`config.mk`:
```
export PLATFORM = sky130hd
export DESIGN_NAME = fetch_decode_unit
export DESIGN_NICKNAME = d
export VERILOG_FILES = /design/src/rtl/fetch_decode_unit_pkg.sv /design/src/rtl/fetch_decode_unit_instr_decoder.sv /design/src/rtl/fetch_decode_unit.sv
export SDC_FILE = /design/constraint.sdc
export NUM_CORES = 1
export LEC_CHECK = 0
export BUFFER_PORTS_ARGS = -buffer_cell sky130_fd_sc_hd__buf_2
export CAP_MARGIN = 20
export CORE_MARGIN = 2
export CORE_UTILIZATION = 49
export CTS_CLUSTER_DIAMETER = 40
export DETAILED_ROUTE_END_ITERATION = 16
export PLACE_DENSITY = 0.85
export SLEW_MARGIN = 10
export SYNTH_ARGS = -nofsm -noshare
export SYNTH_HDL_FRONTEND = slang
export SYNTH_SLANG_ARGS = --single-unit
```
`constraint.sdc`:
```
create_clock -name clk -period 3.72 [get_ports clk]
set_input_delay 0.558 -clock clk [delete_from_list [all_inputs] [get_ports clk]]
set_output_delay 0.558 -clock clk [all_outputs]
set_load 0.005 [all_outputs]
```
`src/rtl/fetch_decode_unit_pkg.sv`:
```
// Shared constants for the fetch/decode stage: opcodes, FSM encoding, default widths.
// Imported by the top and the instruction decoder.
package fetch_decode_unit_pkg;

    localparam int PC_W_DEF    = 8;
    localparam int INSTR_W_DEF = 16;
    localparam int TIMEOUT_DEF = 15;

    localparam logic [3:0] OP_BEQZ = 4'hC;
    localparam logic [3:0] OP_BNEZ = 4'hD;
    localparam logic [3:0] OP_JMP  = 4'hE;
    localparam logic [3:0] OP_HALT = 4'hF;

    typedef enum logic [2:0] {
        ST_FETCH  = 3'd0,
        ST_WAIT   = 3'd1,
        ST_DECODE = 3'd2,
        ST_ISSUE  = 3'd3,
        ST_HALT   = 3'd4
    } fd_state_t;

endpackage

```
`src/rtl/fetch_decode_unit_instr_decoder.sv`:
```
// Splits an instruction into its fields and evaluates the branch condition.
// Purely combinational, zero latency; no handshake, consumer samples when it needs to.
module fetch_decode_unit_instr_decoder
    import fetch_decode_unit_pkg::*;
#(
    parameter int INSTR_W = INSTR_W_DEF
) (
    input  logic [INSTR_W-1:0] instr,
    input  logic               zero_flag,
    output logic [3:0]         opcode,
    output logic [3:0]         rd,
    output logic [3:0]         rs,
    output logic [3:0]         rt,
    output logic [7:0]         imm,
    output logic               take
);

    assign opcode = instr[15:12];
    assign rd     = instr[11:8];
    assign rs     = instr[7:4];
    assign rt     = instr[3:0];
    assign imm    = instr[7:0];

    always_comb begin
        take = 1'b0;
        case (opcode)
            OP_BEQZ: take = zero_flag;
            OP_BNEZ: take = ~zero_flag;
            OP_JMP:  take = 1'b1;
            default: take = 1'b0;
        endcase
    end

endmodule

```
`src/rtl/fetch_decode_unit.sv`:
```
// Fetch/decode stage: fetches the instruction at pc, decodes it, strobes pc_step on issue.
// Latency: 3 cycles + memory wait from FETCH to pc_step; ex_stall holds ISSUE indefinitely.
// Optional FETCH_TIMEOUT_EN: bounded memory wait with retry and sticky fetch_err.
module fetch_decode_unit
    import fetch_decode_unit_pkg::*;
#(
    parameter int PC_W    = PC_W_DEF,
    parameter int INSTR_W = INSTR_W_DEF,
    parameter int TIMEOUT = TIMEOUT_DEF
) (
    input  logic               clk,
    input  logic               clr,
    input  logic [PC_W-1:0]    pc,
    input  logic               zero_flag,
    output logic               imem_req,
    output logic [PC_W-1:0]    imem_addr,
    input  logic [INSTR_W-1:0] imem_rdata,
    input  logic               imem_ready,
    input  logic               ex_stall,
    output logic               ex_valid,
    output logic [3:0]         opcode,
    output logic [3:0]         rd,
    output logic [3:0]         rs,
    output logic [3:0]         rt,
    output logic [7:0]         imm,
    output logic               branch,
    output logic [PC_W-1:0]    add,
    output logic               pc_step,
    output logic               halted,
    output logic               fetch_err
);

    fd_state_t          state, state_nxt;
    logic [INSTR_W-1:0] instr;
    logic               dec_take;
    logic               timeout;

    fetch_decode_unit_instr_decoder #(.INSTR_W(INSTR_W)) u_dec (
        .instr     (instr),
        .zero_flag (zero_flag),
        .opcode    (opcode),
        .rd        (rd),
        .rs        (rs),
        .rt        (rt),
        .imm       (imm),
        .take      (dec_take)
    );

`ifdef FETCH_TIMEOUT_EN
    localparam int TCNT_W = (TIMEOUT > 1) ? $clog2(TIMEOUT) : 1;

    logic [TCNT_W-1:0] tcnt;
    logic              err_q;

    assign timeout   = (state == ST_WAIT) && !imem_ready && (tcnt == TCNT_W'(TIMEOUT - 1));
    assign fetch_err = err_q;

    // FETCH always precedes WAIT, so clearing here clears on every WAIT entry.
    always_ff @(posedge clk or posedge clr) begin
        if (clr) begin
            tcnt  <= '0;
            err_q <= 1'b0;
        end else begin
            if (state == ST_FETCH)
                tcnt <= '0;
            else if (state == ST_WAIT)
                tcnt <= tcnt + TCNT_W'(1);
            if (timeout)
                err_q <= 1'b1;
        end
    end
`else
    assign timeout   = 1'b0;
    assign fetch_err = (TIMEOUT < 0);
`endif

    always_comb begin
        state_nxt = state;
        imem_req  = 1'b0;
        ex_valid  = 1'b0;
        pc_step   = 1'b0;
        halted    = 1'b0;
        case (state)
            ST_FETCH:  state_nxt = ST_WAIT;
            ST_WAIT: begin
                imem_req = 1'b1;
                if (imem_ready)
                    state_nxt = ST_DECODE;
                else if (timeout)
                    state_nxt = ST_FETCH;
            end
            ST_DECODE: state_nxt = (opcode == OP_HALT) ? ST_HALT : ST_ISSUE;
            ST_ISSUE: begin
                ex_valid = 1'b1;
                pc_step  = ~ex_stall;
                if (!ex_stall)
                    state_nxt = ST_FETCH;
            end
            ST_HALT:   halted = 1'b1;
            default:   state_nxt = ST_FETCH;
        endcase
    end

    // branch/add are captured once in DECODE so later zero_flag changes cannot disturb them.
    always_ff @(posedge clk or posedge clr) begin
        if (clr) begin
            state     <= ST_FETCH;
            imem_addr <= '0;
            instr     <= '0;
            branch    <= 1'b0;
            add       <= '0;
        end else begin
            state <= state_nxt;
            if (state == ST_FETCH)
                imem_addr <= pc;
            if (state == ST_WAIT && imem_ready)
                instr <= imem_rdata;
            if (state == ST_DECODE) begin
                branch <= dec_take;
                add    <= PC_W'($signed(imm));
            end
        end
    end

endmodule

```
Word level (Yosys, flattened, before mapping)
Index checks and enable logic that the tools add are counted.
{"block": "word_totals", "memories": 0, "out_inout_bits": 46, "latchBits": 0, "input_bits": 29, "romBits": 0, "ff_bits": 36, "wordCells": 30, "ram_bits": 0}
{"block": "op_classes", "n_addsub": 0, "n_mux": 9, "reduce_logical": 3, "eq_ne": 10, "shifts": 0, "n_bitwise": 3, "n_lt_le_gt_ge": 0, "multipliers": 0, "div_mod_pow": 0}
{"operator": "4-bit == test (second input constant)", "count": 4}
{"operator": "3-bit one-hot mux with 5 select lines", "count": 1}
{"operator": "3-bit 2-to-1 mux", "count": 3}
{"operator": "3-bit by 2-bit == test with 1-bit output (second input constant)", "count": 2}
{"operator": "1-bit 2-to-1 mux", "count": 4}
{"operator": "2-bit inequality test (second input constant)", "count": 2}
{"operator": "3-bit by 1-bit == test with 1-bit output (second input constant)", "count": 1}
{"operator": "3-bit == test (second input constant)", "count": 1}
{"operator": "3-bit logical NOT", "count": 1}
{"operator": "1-bit inverter", "count": 3}
{"operator": "1-bit one-hot mux with 3 select lines", "count": 1}
{"operator": "3-bit AND reduction", "count": 1}
{"operator": "1-bit logical AND", "count": 1}

Longest topological paths before layout
Gate-level depths: netlist (run 1).
{"block": "depth", "ltp_word": 3, "depth_mapped": 5, "mapped_depth_nobuf": 3}

Cells and area by module
A second synthesis (run 1) with hierarchy kept.
{"block": "hier_totals", "cells_unflattened": 123, "area_unflattened_um2": 1661.6}
{"mod": "fetch_decode_unit", "n_inst": 1, "area_each_um2": 1456.4, "cells_per_inst": 96, "seq_area_each_um2": 900.9}
{"mod": "fetch_decode_unit_instr_decoder", "n_inst": 1, "area_each_um2": 205.2, "cells_per_inst": 27, "seq_area_each_um2": 0.0}

Worst setup path after synthesis (run 1)
No wires, ideal clock.
{"block": "synth_timing", "path_kind": "input -> output", "startpoint": "input ex_stall", "endpoint": "output pc_step", "path_slack_ns": 2.156, "required_time_ns": 3.162, "t_arrival_ns": 1.006, "cell_stages": 2, "n_path_buf": 0, "cell_sequence": "or2b_1 nor3b_1"}
{"block": "synth_between", "elab_chain_len": 2}
{"item": "start, declared", "line_no": "fetch_decode_unit.sv:19", "rtl": "input logic ex_stall,"}
{"item": "1-bit inverter", "line_no": "fetch_decode_unit.sv:95", "rtl": "pc_step = ~ex_stall;"}
{"item": "1-bit 2-to-1 mux", "line_no": "fetch_decode_unit.sv:83", "rtl": "case (state)"}
{"item": "end, declared", "line_no": "fetch_decode_unit.sv:28", "rtl": "output logic pc_step,"}
Every way passes these cells.

Worst setup path in the final report (run 1)
{"block": "layout_timing", "startpoint": "register state[0]", "endpoint": "output pc_step"}
{"block": "layout_between", "elab_chain_len": 2}
{"item": "start, declared", "line_no": "fetch_decode_unit.sv:33", "rtl": "fd_state_t state, state_nxt;"}
{"item": "start signal, assigned", "line_no": "fetch_decode_unit.sv:113", "rtl": "state <= state_nxt;"}
{"item": "3-bit by 2-bit == test with 1-bit output", "line_no": "fetch_decode_unit.sv:83"}
{"item": "1-bit 2-to-1 mux", "line_no": "fetch_decode_unit.sv:83"}
Every way passes these cells.

==> impl_metrics.yaml, run 1 <==
status:
  status: "finished, final reports clean"
clock_tree:
  clk_latency_ns: 0.33
  cts_tree: "done"
  ctsHoldBuffers: 0
  htreeDepth: 2
  post_cts_resized: 0
  cts_made_buffers: 5
  clkTransAtPathRegs_ns: 0.10
  clock_sinks: 36
  cts.path.max_buffers: 2
  cts-root-buf: "clkbuf_4"
  cts_setup_buffers: 0
global_route:
  grt_use_total: 0.179
  grt_max_degree: 29
  grt_pass1_wl_um: 4670
  antenna_found_initial: 0
  first_global_vias: 1005
  grt_overflow: 0
final_layout:
  fillers: 250
  drive_gt1_frac: 0.680
  stdcell_count: 219
  diodes: 0
  final_nets: 203
  area_delta_synth_final_pct: 24.4
  final_core_util: 0.644
setup_path:
  cp-endpoint: "pc_step"
  critPathLaunch: "state[0]"
  setup.worst_path.start_class: "flip-flop"
  cp_max_fo: 8
  worstPathArrival_ns: 1.52
  worstReg2RegEnd: "instr[12]"
  cp.required_ns: 3.16
  end_kind: "output pin"
  rr_worst_depth: 3
  rrSetupSlack_ns: 1.82
  reg2reg_from: "state[0]"
  path_class: "flip-flop to output pin"
synthesis:
  yosysWarnings: 0
  synth_cells: 106
  ys_ff_latch: 36
  syn_avg_cell_area_um2: 15.0
  ys_seq_area_frac: 0.566
  synthDistinctLibCells: 26
  synthesis.area_um2: 1590
  syn-num-nets: 135
sta:
  rsz0062_at_grt: "no"
  tightest_slew_ns: 0.936
  fin_crit_ns: 2.08
  setup_tns_ns: 0
  fmax_mhz: 481
  post-route-period-util: 0.559
  slew_headroom: 0.374
  maxSlewViolCount: 0
  setup_viol: 0
  hold_violations: 0
  fin_skew_ns: 0.00794
pwr:
  intPower_uw: 1130
  p_comb_frac: 0.427
  switching_share: 0.324
  ir_drop_mv: 0.416
  power.leakage_uw: 0.000992
  switching_power_uw: 541
  clockPowerShare: 0.128
  seq_power_share: 0.445
  powerDensity_nw_per_um2: 841
placed_design:
  dp_hpwl_um: 2210
  gp_congestion: 0.708
  placed_cells: 210
  io_buffers: 73
floorplanning:
  core_um2: 3080
  die_area_um2: 3720
  rows: 20
  die_y_um: 61.0
  ioPinCount: 75
  die_width_um: 61.0
  initial_core_util: 0.517
drt:
  wl_per_cell_um: 13.2
  vias: 1068
  ant_nets: 0
  drt-total-wl_um: 2900
  viasPerCell: 4.88
  route.detailed.drc: 0
  drt_iter0_markers: 21
  first_pass_iters: 4
min_path:
  holdCritPathClass: "input port to async pin"
flow_run:
  drv_cap: 0
worst max-delay path, cell delays in order, from the launching register on:
cell,delay [ns]
dfrtp_1,0.55
or2b_1,0.29
nor3b_1,0.20
buf_2,0.15
cells by family after synthesis:
| kind of cell | synth area share |
|---|---|
| flops | 0.566 |
| mux | 0.247 |
| buf+inv | 0.0888 |
| simple gates | 0.0746 |
| compound gates | 0.0157 |
| xor+xnor | 0.00550 |
| other cells | 0.00235 |
cell usage in the layout (no fill, tap or decap), drive strengths merged:
| master | synthesis | final |
|---|---|---|
| inv | 3 | 3 |
| nor2 | 2 | 2 |
| mux2 | 32 | 32 |
| nand2b | 1 | 1 |
| nor3 | 3 | 3 |
| conb | 1 | 1 |
| o2111ai | 1 | 1 |
| nand4 | 1 | 1 |
| and3 | 1 | 1 |
| o2bb2ai | 1 | 1 |
| xor2 | 1 | 1 |
| nor3b | 2 | 2 |
| o21bai | 1 | 1 |
| nand2 | 3 | 3 |
| dfrtp | 36 | 36 |
| or2b | 1 | 1 |
| clkbuf | 0 | 8 |
| buf | 14 | 75 |
| nand3 | 1 | 1 |
| and2 | 1 | 1 |
metal layers:
layer  share of wire  vias to the layer above  GRT usage
li1                -                      488          -
met1            0.42                      508      0.213
met2            0.47                       62      0.303
met3           0.087                       10     0.0588
met4           0.023                        0     0.0745
met5               0                        -          0
Yosys cell counts (all sizes together):
cell type / n / area (um2)
mux2: 32 / 394
o21bai: 1 / 7.51
o2111ai: 1 / 8.76
nand2b: 1 / 6.26
and2: 1 / 7.51
nand3: 1 / 5.00
nand4: 1 / 6.26
xor2: 1 / 8.76
nor3b: 2 / 15.0
or2b: 1 / 7.51
dfrtp: 36 / 901
inv: 3 / 11.3
buf: 14 / 130
o2bb2ai: 1 / 8.76
nor2: 2 / 7.51
and3: 1 / 7.51
nand2: 3 / 18.8
conb: 1 / 3.75
nor3: 3 / 37.5
flip-flops by register name (all words and copies together), names as in the netlist:
signal	flops
imem_addr	8
add	8
state	3
branch	1
instr	16
final cells by class:
| cell class | instances | area (um2) | area share |
|---|---|---|---|
| Sequential cell | 36 | 901 | 0.455 |
| Multi-Input combinational cell | 53 | 556 | 0.280 |
| Inverter | 3 | 11.3 | 0.00568 |
| Clock buffer | 8 | 58.8 | 0.0297 |
| Tap cell | 44 | 55.1 | 0.0278 |
| Timing Repair Buffer | 75 | 400 | 0.202 |
how the worst min path moves through the flow:
stage                              start         to  slack, ns
after floorplan                   branch     branch       0.48
after global placement            branch     branch       0.48
after detailed placement          branch     branch       0.48
after CTS                 imem_rdata[14]  instr[14]       0.43
after global routing                 clr     add[1]       0.26
final                                clr   instr[1]       0.25
power groups by stage:
stage                     clock network, uW  logic [uW]  registers [uW]
after floorplan                           0         518             730
after global placement                    0         698             736
after detailed placement                  0         724             749
after CTS                               220         722             745
after global routing                    236         784             775
final                                   213         712             742
per-stage QoR:
stage / hold slack [ns] / area (um2) / power [uW] / setup WS, ns
global placement: 0.477 / 1900 / 1430 / 1.77
floorplan: 0.479 / 1590 / 1250 / 2.16
CTS: 0.433 / 1950 / 1690 / 1.63
global route: 0.259 / 1980 / 1790 / 1.53
finish: 0.246 / 1980 / 1670 / 1.64
detailed placement: 0.482 / 1900 / 1470 / 1.69
(Power assumes the default switching activity.)
==> run 2, diff against run 1 <==
--- a/config.mk
+++ b/config.mk
@@ -5,13 +5,14 @@
 export SDC_FILE = /design/constraint.sdc
 export NUM_CORES = 1
 export LEC_CHECK = 0
+export ABC_AREA = 1
 export BUFFER_PORTS_ARGS = -buffer_cell sky130_fd_sc_hd__buf_2
 export CAP_MARGIN = 20
 export CORE_MARGIN = 2
-export CORE_UTILIZATION = 49
+export CORE_UTILIZATION = 45
 export CTS_CLUSTER_DIAMETER = 40
 export DETAILED_ROUTE_END_ITERATION = 16
-export PLACE_DENSITY = 0.85
+export PLACE_DENSITY = 0.79
 export SLEW_MARGIN = 10
 export SYNTH_ARGS = -nofsm -noshare
 export SYNTH_HDL_FRONTEND = slang
==> constraint.sdc (replaced) <==
create_clock -name clk -period 1.98 [get_ports clk]
set_input_delay 0.297 -clock clk [delete_from_list [all_inputs] [get_ports clk]]
set_output_delay 0.297 -clock clk [all_outputs]
set_load 0.005 [all_outputs]
==> run 2 against run 1 <==
Net effect: critical path depth up 1; largest cell class unchanged; sequential share of layout area up 0.14 points; worst hold slack worse by 0.20 ns; highest routed layer unchanged; global-route usage up 1.0 points; combinational power up 73%; via count up 28%; final area down 0.32%.
==> impl_metrics.yaml, run 2 <==
pwr:
  powerDensity_nw_per_um2: 1490
  power.leakage_uw: 0.00120
  ir_drop_mv: 0.744
global_route:
  grt_pass1_wl_um: 5860
  antenna_found_initial: 0
  grt_use_total: 0.190
  grt_max_degree: 37
  grt_overflow: 0
  first_global_vias: 1350
synthesis:
  synth_edf_count: 0
  synth_cells: 182
  ys_seq_area_frac: 0.568
  syn_avg_cell_area_um2: 8.71
  yosys.cell_count.top_type: "nand2_1"
  syn-num-nets: 211
  ys.flop_type: "dfrtp_1"
  synth_area_leaders: "dfrtp_1, nand2_1, nand3_1"
  synth_top_cell_by_area: "dfrtp_1"
  synthDistinctLibCells: 20
  synthArstFlopShare: 1.00
  synthesis.area_um2: 1590
  yosysWarnings: 0
  netlist_top_cells_count: "nand2_1, dfrtp_1, nand3_1"
  yosysTopAreaCellShare: 0.568
  ys_ff_latch: 36
final_layout:
  regMostFlops: "instr"
  largest_reg_flops: 16
  reg.largest.list: "instr: 16 flops, add: 8 flops, imem_addr: 8 flops"
  fillers: 354
  final_core_util: 0.587
  final_common_cell: "nand2_1"
  area_delta_synth_final_pct: 24.6
  final_nets: 279
  layout_common_cells: "nand2_1, buf_2, dfrtp_1, nand3_1, inv_1"
  drive_gt1_frac: 0.363
  finalInstanceArea_um2: 1980
  diodes: 0
clock_tree:
  htreeDepth: 2
  clkTransAtPathRegs_ns: 0.10
  clock_sinks: 36
  cts_tree: "done"
  cts-root-buf: "clkbuf_4"
  cts.path.max_buffers: 2
  cts_setup_buffers: 0
  post_cts_resized: 0
  cts_made_buffers: 5
  ctsHoldBuffers: 0
  clk_latency_ns: 0.33
setup_path:
  max_stage_delay_ns: 0.47
  reg2reg_from: "state[2]"
  path_class: "flip-flop to output pin"
  cp.required_ns: 1.68
  cp_top_family: "flip-flops"
  crit_chain: "nor2_4 -> nand2_4 -> inv_4 -> buf_2"
  path_buf_inv: 2
  critPathSlowestCell: "dfrtp_1"
  worstPathArrival_ns: 1.36
  cp_max_fo: 18
  end_kind: "output pin"
  rr_worst_depth: 6
  critPathLaunch: "state[2]"
  cp.depth: 4
  setup.worst_path.start_class: "flip-flop"
drt:
  dr.max_layer_used: "met4"
  viasPerCell: 4.62
  dr_wl_met3_um: 155
  ant_nets: 0
  route.detailed.drc: 0
  drt_iter0_markers: 60
  wl_per_cell_um: 10.8
  wl_met1_um: 1390
  wl_met2_um: 1620
  first_pass_iters: 4
  vias: 1371
  drt-total-wl_um: 3220
sta:
  fin_skew_ns: 0.00625
  layout_setup_ws_ns: 0.323
  fin_crit_ns: 1.66
  hold_violations: 0
  setup_tns_ns: 0
  rsz0062_at_grt: "no"
  setup_viol: 0
  post-route-period-util: 0.837
  maxSlewViolCount: 0
  fmax_mhz: 603
floorplanning:
  die_y_um: 63.4
  ioPinCount: 75
  initial_core_util: 0.471
  die_area_um2: 4010
  rows: 21
  die_width_um: 63.4
  core_um2: 3360
flow_run:
  drv_cap: 0
status:
  status: "finished, final reports clean"
placed_design:
  placed_area_um2: 1910
  io_buffers: 73
  dp_hpwl_um: 2450
  gp_congestion: 0.764
  dp_slack_ns: 0.683
min_path:
  holdCritPathClass: "input port to async pin"
==> run 2: where the power goes <==
group / leakage [uW] / switching, uW / internal [uW] / total, uW
sequential: 0.000452 / 246 / 1070 / 1310
clock: 0.0000315 / 225 / 174 / 399
combinational: 0.000714 / 699 / 535 / 1230
total: 0.00120 / 1170 / 1780 / 2950
==> run 2: layout make-up <==
class                   instances  area [um2]  share of cell area
clock buffers                   7        55.1              0.0279
multi-input cells             123         538               0.272
inverters                       9        36.3              0.0184
flip-flops and latches         36         901               0.456
clock inverters                 1        7.51             0.00380
well taps                      46        57.6              0.0291
repair buffers                 75         380               0.193
==> run 2: worst min-delay path, stage by stage <==
cell and delay [ns]:
buf_2 0.09, inv_1 0.04, buf_4 0.37
==> run 2: per-layer routing <==
layer	GRT usage	vias up
met5	0	-
met2	0.311	38
met4	0.106	0
met1	0.227	632
met3	0.0500	4
li1	-	697
==> run 2: metrics by stage <==
stage          hold WS [ns]  power [uW]  std cells
2_1_floorplan         0.407        2150        182
3_3_place_gp          0.415        2530        289
3_5_place_dp          0.419        2590        289
4_1_cts              0.0449        2990        297
5_1_grt              0.0691        3250        297
6_report             0.0427        2950        297
==> run 2: final timing paths <==
| kind | endpoint | slack [ns] |
|---|---|---|
| setup / recovery | imem_req | 0.32 |
| hold / removal | imem_addr[6] | 0.04 |
| setup reg to reg | instr[5] | 0.68 |
| hold reg to reg | add[0] | 0.47 |
| max in group asynchronous | imem_addr[7] | 1.64 |
| min in group clk | imem_addr[3] | 0.16 |
==> run 2: kinds of logic after synthesis <==
kind of cell | synth area share
compound gates | 0.00631
simple gates | 0.331
buf+inv | 0.0923
other cells | 0.00237
flops | 0.568
==> run 3, diff against run 2 <==
==> constraint.sdc (replaced) <==
create_clock -name clk -period 1.6 [get_ports clk]
set_input_delay 0.24 -clock clk [delete_from_list [all_inputs] [get_ports clk]]
set_output_delay 0.24 -clock clk [all_outputs]
set_load 0.005 [all_outputs]
==> run 3 against run 2 <==
Net effect: sequential cell count did not move; register-to-register slack got worse by 0.29 ns; first-iteration DRC count shrank 27%; clock skew grew 0.0059 ns; core utilization is 1.2 points higher; combinational power increased by 27%; sequential share of layout area down 0.75 points; setup slack got worse by 0.22 ns; count of clock-buffer cells in the layout is 1 lower; largest cell class unchanged.
==> impl_metrics.yaml, run 3 (same netlist as run 2, synthesis figures left out) <==
sta:
  setup_tns_ns: 0
  fmax_mhz: 669
  setup_viol: 0
  fin_crit_ns: 1.49
  layout_setup_ws_ns: 0.106
  fin_skew_ns: 0.0121
  maxSlewViolCount: 0
  rsz0062_at_grt: "no"
  post-route-period-util: 0.934
  hold_violations: 0
flow_run:
  drv_cap: 0
placed_design:
  dp_slack_ns: 0.312
  placed_area_um2: 1920
  dp_hpwl_um: 2460
  gp_congestion: 0.772
  io_buffers: 73
final_layout:
  largest_reg_flops: 16
  drive_gt1_frac: 0.372
  final_common_cell: "nand2_1"
  reg.largest.list: "instr: 16 flops, add: 8 flops, imem_addr: 8 flops"
  fillers: 323
  final_nets: 281
  final_core_util: 0.599
  area_delta_synth_final_pct: 27.1
  regMostFlops: "instr"
  diodes: 0
  finalInstanceArea_um2: 2010
  layout_common_cells: "nand2_1, buf_2, dfrtp_1, nand3_1, inv_1"
clock_tree:
  clock_sinks: 36
  cts_setup_buffers: 0
  htreeDepth: 2
  clkTransAtPathRegs_ns: 0.11
  cts_made_buffers: 5
  cts_tree: "done"
  clk_latency_ns: 0.32
  cts-root-buf: "clkbuf_4"
  cts.path.max_buffers: 2
drt:
  viasPerCell: 4.57
  first_pass_iters: 4
  drt-total-wl_um: 3200
  route.detailed.drc: 0
  wl_per_cell_um: 10.7
  ant_nets: 0
  drt_iter0_markers: 44
  vias: 1365
floorplanning:
  core_um2: 3360
  die_width_um: 63.4
  rows: 21
  initial_core_util: 0.471
  die_area_um2: 4010
  ioPinCount: 75
  die_y_um: 63.4
setup_path:
  critPathSlowestCell: "dfrtp_2"
  crit_chain: "nor2_4 -> nand2_4 -> inv_8 -> buf_2"
  reg2reg_from: "state[2]"
  max_stage_delay_ns: 0.47
  end_kind: "output pin"
  cp.required_ns: 1.36
  rrSetupSlack_ns: 0.39
  setup.worst_path.start_class: "flip-flop"
  critPathLaunch: "state[2]"
  path_class: "flip-flop to output pin"
  worstReg2RegEnd: "instr[13]"
  cp_top_family: "flip-flops"
  worstPathArrival_ns: 1.25
  path_buf_inv: 2
  rr_worst_depth: 6
  cp_max_fo: 18
global_route:
  grt_pass1_wl_um: 5400
  grt_overflow: 0
  grt_use_total: 0.171
  antenna_found_initial: 0
  grt_max_degree: 37
  first_global_vias: 1235
min_path:
  whs_path_depth: 3
  holdCritPathClass: "input port to flip-flop"
  min_from: "pc[3]"
  holdPathEnd: "imem_addr[3]"
pwr:
  power.leakage_uw: 0.00122
  powerDensity_nw_per_um2: 1880
  ir_drop_mv: 0.881
status:
  status: "finished, final reports clean"
## run 3: changes by cell type in the layout (fill, tap and decap cells not counted)
cell	before	now
bufinv_16	0	1
dlygate4sd3_1	0	1
dfrtp_2	0	2
inv_4	1	0
clkinvlp_4	1	0
dfrtp_1	36	34
inv_8	0	1
clkbuf_8	1	0
clkinv_2	0	1
buf_4	2	3
## run 3: worst max-delay path by stage
stage          slack, ns   endpoint  depth (start not counted)
2_1_floorplan       0.44  instr[15]                          7
3_3_place_gp        0.37   instr[4]                          6
3_5_place_dp        0.31  instr[13]                          6
4_1_cts             0.01   imem_req                          4
5_1_grt            0.009   imem_req                          4
6_report            0.11   imem_req                          4
## run 3: metal layers
layer  global-route usage  routed length, um
met5                    0                  0
met4               0.0734                 36
met3               0.0411                168
met2                0.272               1580
met1                0.224               1410
## run 3: final cells by class
class | count | area [um2] | share of cell area
Clock inverter | 2 | 35.0 | 0.0174
Multi-Input combinational cell | 123 | 538 | 0.267
Sequential cell | 36 | 903 | 0.448
Timing Repair Buffer | 77 | 398 | 0.198
Tap cell | 46 | 57.6 | 0.0286
Inverter | 9 | 41.3 | 0.0205
Clock buffer | 6 | 41.3 | 0.0205
## run 3: worst reg2reg max path, cell delays in order (launching register included)
cell,delay (ns)
dfrtp_2,0.47
nor2_4,0.13
nand2_4,0.08
inv_8,0.11
nand2_4,0.14
nand2_1,0.10
nand2_1,0.06
## run 3: report_power, final
part	switching [uW]	internal [uW]	total (uW)
logic	868	690	1560
registers	303	1320	1630
clock network	280	328	608
total	1450	2340	3790
## run 3: repair_timing
action | in CTS | in global routing
endpoints found under the setup margin | 1 | 3
gates resized for setup | 1 | 3
hold endpoints to repair | 14 | 0
pin swaps | 0 | 1
hold buffers | 1 | 0
## run 3: through the flow
step	hold WS [ns]	std cells	total power [uW]
final	0.106	299	3790
after global routing	0.104	299	4140
after CTS	0.0940	299	3820
after detailed placement	0.358	290	3210
after global placement	0.360	290	3160
after floorplan	0.350	182	2660
